## config.mk

```make
export PLATFORM = sky130hd
export DESIGN_NAME = multicycle_control_unit
export DESIGN_NICKNAME = d
export VERILOG_FILES = /design/src/rtl/multicycle_control_unit.sv
export SDC_FILE = /design/constraint.sdc
export NUM_CORES = 1
export LEC_CHECK = 0
export ABC_AREA = 1
export CAP_MARGIN = 0
export CORE_ASPECT_RATIO = 1.25
export CORE_MARGIN = 2
export CORE_UTILIZATION = 37
export CTS_CLUSTER_DIAMETER = 120
export DETAILED_ROUTE_END_ITERATION = 6
export GPL_TIMING_DRIVEN = 0
export PLACE_DENSITY = 0.83
export SLEW_MARGIN = 20
export SYNTH_ARGS = -nofsm -noshare
export SYNTH_HDL_FRONTEND = slang
export SYNTH_SLANG_ARGS = --single-unit
```

## constraint.sdc

```tcl
create_clock -name clk -period 1.4 [get_ports clk]
set_clock_uncertainty 0.1 [all_clocks]
set_input_delay 0.21 -clock clk [delete_from_list [all_inputs] [get_ports clk]]
set_output_delay 0.21 -clock clk [all_outputs]
set_load 0.05 [all_outputs]
```

## src/rtl/multicycle_control_unit.sv

```systemverilog
// multicycle_control_unit
//   Multicycle ARM-style control FSM. Sequences each instruction through one
//   shared memory port and one ALU. Keeps NZCV in flags_q and evaluates the
//   condition field against those registered flags.
//
//   state    | meaning
//   ---------+-----------------------------------------------------------
//   FETCH    | read instruction at PC, PC <= PC+4 (waits on mem_ready)
//   DECODE   | evaluate cond_ex, read registers, ALU computes PC+8
//   MEM_ADR  | compute load/store address (base + imm)
//   MEM_RD   | load data read (waits on mem_ready)
//   MEM_WB   | write loaded data to rd (or PC when rd==15)
//   MEM_WR   | store data write (waits on mem_ready)
//   EXEC_R   | data-processing, register operand; optional flag update
//   EXEC_I   | data-processing, immediate operand; optional flag update
//   ALU_WB   | write ALU result to rd (or PC when rd==15)
//   BRANCH   | PC <= PC+8 + offset
//
// Ports:
//   clk, rst_n       clock (rising edge), async active-low reset
//   cond/op/funct/rd instruction fields from IR
//   alu_flags        combinational ALU flags {N,Z,C,V}
//   mem_ready        memory access completes this cycle
//   pc_we/ir_we/mem_we/reg_we   write enables (forced low in reset)
//   adr_src, result_src, alu_ctrl, alu_src_a, alu_src_b, imm_src, reg_src
//                    datapath mux selects
//   flags_q          registered flags {N,Z,C,V}
//   FLAG_W must be 4.

module multicycle_control_unit #(
  parameter int ALU_CTRL_W    = 2,
  parameter bit MEM_HANDSHAKE = 1'b1,
  parameter int FLAG_W        = 4
) (
  input  logic                  clk,
  input  logic                  rst_n,
  input  logic [3:0]            cond,
  input  logic [1:0]            op,
  input  logic [5:0]            funct,
  input  logic [3:0]            rd,
  input  logic [FLAG_W-1:0]     alu_flags,
  input  logic                  mem_ready,
  output logic                  pc_we,
  output logic                  adr_src,
  output logic                  mem_we,
  output logic                  ir_we,
  output logic [1:0]            result_src,
  output logic [ALU_CTRL_W-1:0] alu_ctrl,
  output logic                  alu_src_a,
  output logic [1:0]            alu_src_b,
  output logic [1:0]            imm_src,
  output logic                  reg_we,
  output logic [1:0]            reg_src,
  output logic [FLAG_W-1:0]     flags_q
);

  localparam logic [3:0] S_FETCH   = 4'd0;
  localparam logic [3:0] S_DECODE  = 4'd1;
  localparam logic [3:0] S_MEM_ADR = 4'd2;
  localparam logic [3:0] S_MEM_RD  = 4'd3;
  localparam logic [3:0] S_MEM_WB  = 4'd4;
  localparam logic [3:0] S_MEM_WR  = 4'd5;
  localparam logic [3:0] S_EXEC_R  = 4'd6;
  localparam logic [3:0] S_EXEC_I  = 4'd7;
  localparam logic [3:0] S_ALU_WB  = 4'd8;
  localparam logic [3:0] S_BRANCH  = 4'd9;

  localparam logic [ALU_CTRL_W-1:0] ALU_ADD = ALU_CTRL_W'(0);
  localparam logic [ALU_CTRL_W-1:0] ALU_SUB = ALU_CTRL_W'(1);
  localparam logic [ALU_CTRL_W-1:0] ALU_AND = ALU_CTRL_W'(2);
  localparam logic [ALU_CTRL_W-1:0] ALU_ORR = ALU_CTRL_W'(3);
  localparam logic [ALU_CTRL_W-1:0] ALU_EOR = ALU_CTRL_W'(4);

  logic [3:0] state, state_n;
  logic       ready;
  logic       cond_ex;
  logic       flag_n, flag_z, flag_c, flag_v, ge;
  logic [ALU_CTRL_W-1:0] dp_alu;
  logic       dp_logic;
  logic       is_cmp;
  logic       in_exec;
  logic       pc_we_raw, ir_we_raw, mem_we_raw, reg_we_raw;

  assign ready = MEM_HANDSHAKE ? mem_ready : 1'b1;

  assign flag_n = flags_q[3];
  assign flag_z = flags_q[2];
  assign flag_c = flags_q[1];
  assign flag_v = flags_q[0];
  assign ge     = (flag_n == flag_v);

  always_comb begin
    cond_ex = 1'b0;
    case (cond)
      4'b0000: cond_ex = flag_z;
      4'b0001: cond_ex = ~flag_z;
      4'b0010: cond_ex = flag_c;
      4'b0011: cond_ex = ~flag_c;
      4'b0100: cond_ex = flag_n;
      4'b0101: cond_ex = ~flag_n;
      4'b0110: cond_ex = flag_v;
      4'b0111: cond_ex = ~flag_v;
      4'b1000: cond_ex = flag_c & ~flag_z;
      4'b1001: cond_ex = ~(flag_c & ~flag_z);
      4'b1010: cond_ex = ge;
      4'b1011: cond_ex = ~ge;
      4'b1100: cond_ex = ~flag_z & ge;
      4'b1101: cond_ex = ~(~flag_z & ge);
      4'b1110: cond_ex = 1'b1;
      default: cond_ex = 1'b0;
    endcase
  end

  // Data-processing op decode; logical ops only touch N and Z.
  always_comb begin
    dp_alu   = ALU_ADD;
    dp_logic = 1'b0;
    is_cmp   = (funct[4:1] == 4'b1010);
    case (funct[4:1])
      4'b0100: dp_alu = ALU_ADD;
      4'b0010: dp_alu = ALU_SUB;
      4'b0000: begin dp_alu = ALU_AND; dp_logic = 1'b1; end
      4'b1100: begin dp_alu = ALU_ORR; dp_logic = 1'b1; end
      4'b1010: dp_alu = ALU_SUB;
      4'b0001: begin
        if (ALU_CTRL_W >= 3) begin
          dp_alu   = ALU_EOR;
          dp_logic = 1'b1;
        end
      end
      default: dp_alu = ALU_ADD;
    endcase
  end

  assign in_exec = (state == S_EXEC_R) || (state == S_EXEC_I);

  always_comb begin
    state_n    = state;
    pc_we_raw  = 1'b0;
    ir_we_raw  = 1'b0;
    mem_we_raw = 1'b0;
    reg_we_raw = 1'b0;
    adr_src    = 1'b0;
    result_src = 2'b00;
    alu_ctrl   = ALU_ADD;
    alu_src_a  = 1'b0;
    alu_src_b  = 2'b00;
    case (state)
      S_FETCH: begin
        alu_src_a  = 1'b1;
        alu_src_b  = 2'b10;
        result_src = 2'b10;
        ir_we_raw  = ready;
        pc_we_raw  = ready;
        if (ready) state_n = S_DECODE;
      end
      S_DECODE: begin
        alu_src_a = 1'b1;
        alu_src_b = 2'b10;
        if (!cond_ex) begin
          state_n = S_FETCH;
        end else begin
          case (op)
            2'b01:   state_n = S_MEM_ADR;
            2'b10:   state_n = S_BRANCH;
            2'b00:   state_n = funct[5] ? S_EXEC_I : S_EXEC_R;
            default: state_n = S_FETCH;
          endcase
        end
      end
      S_MEM_ADR: begin
        alu_src_b = 2'b01;
        state_n   = funct[0] ? S_MEM_RD : S_MEM_WR;
      end
      S_MEM_RD: begin
        adr_src = 1'b1;
        if (ready) state_n = S_MEM_WB;
      end
      S_MEM_WB: begin
        result_src = 2'b01;
        if (rd == 4'd15) pc_we_raw  = 1'b1;
        else             reg_we_raw = 1'b1;
        state_n = S_FETCH;
      end
      S_MEM_WR: begin
        adr_src    = 1'b1;
        mem_we_raw = 1'b1;
        if (ready) state_n = S_FETCH;
      end
      S_EXEC_R, S_EXEC_I: begin
        alu_src_b = (state == S_EXEC_I) ? 2'b01 : 2'b00;
        alu_ctrl  = dp_alu;
        state_n   = is_cmp ? S_FETCH : S_ALU_WB;
      end
      S_ALU_WB: begin
        result_src = 2'b00;
        if (rd == 4'd15) pc_we_raw  = 1'b1;
        else             reg_we_raw = 1'b1;
        state_n = S_FETCH;
      end
      S_BRANCH: begin
        alu_src_a  = 1'b0;
        alu_src_b  = 2'b01;
        result_src = 2'b10;
        pc_we_raw  = 1'b1;
        state_n    = S_FETCH;
      end
      default: state_n = S_FETCH;
    endcase
  end

  // Gate enables with rst_n so nothing writes while reset is held, even
  // though FETCH would otherwise assert ir_we/pc_we.
  assign pc_we  = pc_we_raw  & rst_n;
  assign ir_we  = ir_we_raw  & rst_n;
  assign mem_we = mem_we_raw & rst_n;
  assign reg_we = reg_we_raw & rst_n;

  assign imm_src = op;
  assign reg_src = {(op == 2'b01) & ~funct[0], (op == 2'b10)};

  always_ff @(posedge clk or negedge rst_n) begin
    if (!rst_n) state <= S_FETCH;
    else        state <= state_n;
  end

  always_ff @(posedge clk or negedge rst_n) begin
    if (!rst_n) begin
      flags_q <= '0;
    end else if (in_exec && funct[0] && cond_ex) begin
      if (dp_logic) flags_q <= {alu_flags[3:2], flags_q[1:0]};
      else          flags_q <= alu_flags;
    end
  end

endmodule

```

# == Word-level counts from Yosys, hierarchy flattened ==
# Index checks and enable logic that the tools add are counted.
# totals
ff_bits,8
input_bits,23
out_inout_bits,20
# classes
n_eq_ne,33
n_mux,24
bitwise_logic,16
reduce_logical,17
# ops
cell,count
$eq A4 B4 Y1 const B,12
$eq A4 B3 Y1 const B,8
$pmux W4 S6,1
$eq A4 B2 Y1 const B,5
$mux W4,5
$reduce_or A2 Y1,8
$pmux W1 S15,1
$logic_not A4 Y1,3
$pmux W2 S3,2
$pmux W4 S3,1
$mux W1,10
$not A1 Y1,9
$eq A4 B1 Y1 const B,2
$and A1 B1 Y1,7
$ne A2 B2 Y1 const B,3
$pmux W2 S2,1
$mux W3,1
$pmux W1 S3,1
$reduce_and A3 Y1,1
$eq A2 B1 Y1 const B,1
$eq A2 B2 Y1 const B,1
$logic_and A1 B1 Y1,2
$logic_not A2 Y1,1
$mux W2,1
other kinds (3),3

# == Depth between registers and ports, before layout ==
# depth
depth_word,6
mapped_depth,11
ltp_nobuf,11

# == Worst setup path before layout ==
# OpenSTA, ideal clock, no wires.
# synth_path
path_type,reg2out
from,register state[3]
to,output alu_src_b[0]
t_arrival_ps,2365
required_time_ps,1090
setup_slack_ps,-1275
path_stages_with_launch,4
cell_sequence,dfrtp_1 -> inv_1 -> nand2_1 -> o311ai_0
# synth_via
elab_chain_cells,3
word_cells_on_any_way,11
classes_between,eq/ne: 5; mux: 2; reduce/logical: 4
# synth_rtl
element,line,rtl
from (decl),74,"logic [3:0] state, state_n;"
from (signal assigned),224,else state <= state_n;
$eq A4 B3 Y1 (tied with other cells),"148, 191",
$mux W1 (tied with other cells),191,alu_src_b = (state == S_EXEC_I) ? 2'b01 : 2'b00;
$pmux W2 S3 (*),148,case (state)
to (decl),50,"output logic [1:0] alu_src_b,"
# Every way passes the cells marked *; elsewhere a longest branch is shown, timed or not.

# == Worst setup path in the final report ==
# layout_path
from,register state[1]
to,output alu_src_b[0]
# The elaborated chain is that of the path after synthesis.

==> results.json <==
{
  "synth_compound_area_share_pct": 7.30,
  "syn-cell-area_um2": 908,
  "syn_area_per_cell_um2": 5.68,
  "detail-route-antenna-nets": 0,
  "start_util_pct": 38.2,
  "p_leak_nw": 0.934,
  "path_class": "flip-flop to primary output",
  "cts-root-buf": "clkbuf_4",
  "clock_latency_ns": 0.26,
  "muxShareOfSynthArea_pct": 0,
  "required_ns": 1.09,
  "grt_pass1_wl_mm": 4.81,
  "synth_top_family_by_area": "simple AND/OR/NAND/NOR gates",
  "worst_setup_path_end_kind": "primary output",
  "post-route-drc-count": 0,
  "port_buffers": 42,
  "grt_start_max_net_pins": 9,
  "syn_inst": 160,
  "synth-xor-area-share_pct": 0,
  "rsz0062_at_grt": "true",
  "die_y_um": 59.4,
  "fp.dieArea_um2": 2870,
  "yosys-top-cells-area": "dfrtp_1 (22%), nand2_1 (21%), nand3_1 (13%)",
  "cts_buffers": 3,
  "n_antenna_cell": 0,
  "clkSinkCount": 8,
  "worst_pin_slew_ns": 0.465,
  "final.min_clock_period_ns": 1.85,
  "hold_violations": 0,
  "fin_nets": 256,
  "violations": "setup timing",
  "syn2layout_area_growth_pct": 119,
  "syn-num-nets": 183,
  "crit_arrival_ns": 1.54,
  "synth_cell_types": 21,
  "worstPathMaxFanout": 4,
  "core_region_area_um2": 2380,
  "ys_seq_elements": 8,
  "grt_pass1_vias": 1175,
  "yosys.area.top_type": "dfrtp_1",
  "first_iter_violations": 57,
  "synth_fa_ha_area_share_pct": 0,
  "hp-class": "input port to flip-flop",
  "path_clk_slew_ns": 0.06,
  "synth_simple_gate_area_share_pct": 57.9,
  "slew-limit-headroom_pct": 68.8,
  "wire_per_inst_um": 16.3,
  "maxCapViolCount": 0,
  "netlist.area_leader.share_pct": 22.0,
  "gp_congestion": 0.842,
  "groute.usage.overall_pct": 21.5,
  "finalSetupTns_ns": -6.29,
  "power_density_nw_per_um2": 2090,
  "h-tree-depth": 1,
  "status": "finished, violations left",
  "seq_area_frac_synth_pct": 22.0,
  "viasPerCell": 5.28,
  "cts_tree": "yes",
  "dpl.hpwl_mm": 2.17,
  "r2r_slack_ns": -0.36,
  "cp-start-kind": "flip-flop",
  "period_share_pct": 132,
  "vias": 1398,
  "worst_hold_slack_ns": 0.373,
  "postLayoutCoreUtil_pct": 83.8,
  "finalSetupViolations": 21,
  "yosysWarnings": 0,
  "dr.pass1.iters": 4,
  "fmax_mhz": 541,
  "irDropWorstVdd_mv": 1.66,
  "cts_buffer_depth": 2,
  "ios": 43,
  "final_layout_size_suffix_gt1_share_pct": 55.6,
  "die_w_um": 48.3,
  "drt_wl_total_mm": 4.31,
  "final_max_slew_viol_count": 0,
  "rows": 20,
  "antenna_found_initial": 0,
  "layout_setup_ws_ns": -0.448,
  "overflow": 0
}
==> critical path, cell delays in order (launching register included) <==
cell,delay [ns]
dfrtp_1,0.42
inv_4,0.08
buf_12,0.14
buf_4,0.13
o311ai_2,0.30
buf_6,0.21
==> per-stage QoR <==
stage,power [mW],cell area [µm²],worst slack (ns),cells
finish,4.16,1990,-0.448,265
detailed placement,2.58,1480,-1.18,235
global route,4.31,1990,-0.504,265
global placement,2.54,1480,-1.15,235
floorplan,1.98,1020,-0.378,160
CTS,3.27,1690,-0.403,249
==> synthesized netlist by cell type <==
master / n
nor3_1: 5
a21oi_1: 2
inv_1: 20
o311ai_0: 1
buf_4: 3
nand3_4: 1
or2_2: 1
nand4_1: 4
a31oi_1: 1
a21oi_4: 1
inv_2: 5
nor2_4: 1
nor2_2: 7
nand3_2: 1
nand2_1: 50
nand3_1: 23
nand2_2: 2
o21ai_0: 4
dfrtp_1: 8
nor2_1: 19
o21ai_1: 1
==> repair_timing <==
| item | in CTS | in global routing |
|---|---|---|
| buffers inserted | 9 | 16 |
| pin swaps | 6 | 22 |
| resized for setup | 146 | 48 |
| endpoints found under the setup margin | 28 | 21 |
| endpoints found under the hold margin | 8 | 0 |
| hold buffers | 1 | 0 |
| cloned | 0 | 0 |
==> final timing paths <==
path,startpoint,endpoint,cells after the start
setup / recovery,state[1],alu_src_b[0],5
hold / removal,op[0],state[3],4
setup reg to reg,state[3],flags_q[1],10
hold reg to reg,flags_q[0],flags_q[0],2
max in group asynchronous,rst_n,state[2],2
min in group asynchronous,rst_n,flags_q[0],2
==> area by class of cell <==
cell class                      count  area [µm²]
Multi-Input combinational cell    124         885
Clock buffer                        4        26.3
Fill cell                         122         385
Timing Repair Buffer               68         704
Inverter                           25         106
Buffer                              3        22.5
Tap cell                           33        41.3
Sequential cell                     8         206
==> state kept, by name (all words and copies together), names as in the netlist <==
register / flops
state: 4
flags_q: 4
==> cells in the final DEF (no fill, tap or decap), types with 6 or more instances in the layout <==
cell and count:
nand2_1 36, nor2_4 13, nor2_2 6, buf_4 17, nand3_2 9, inv_2 9
dlygate4sd2_1 6, buf_6 17, nand3_1 14, inv_1 11, clkdlybuf4s50_1 15, nand2_2 13
nor2_1 8
==> per-layer routing <==
metal  track usage, %  part of all wire (%)
met4             9.80                   3.2
met3             2.27                   4.4
met1             22.3                    36
met5                0                     0
met2             43.7                    56
==> kinds of logic (layout without fill, tap and decap cells) <==
family	after synthesis	in the layout
compound gates	10	10
buf+inv	28	100
flops	8	8
simple gates	114	114
==> power breakdown <==
group	switching, mW	total (mW)	internal (mW)
sequential	0.156	0.490	0.334
clock	0.0917	0.202	0.110
combinational	2.04	3.46	1.43
total	2.29	4.16	1.87
(Power assumes the default switching activity.)
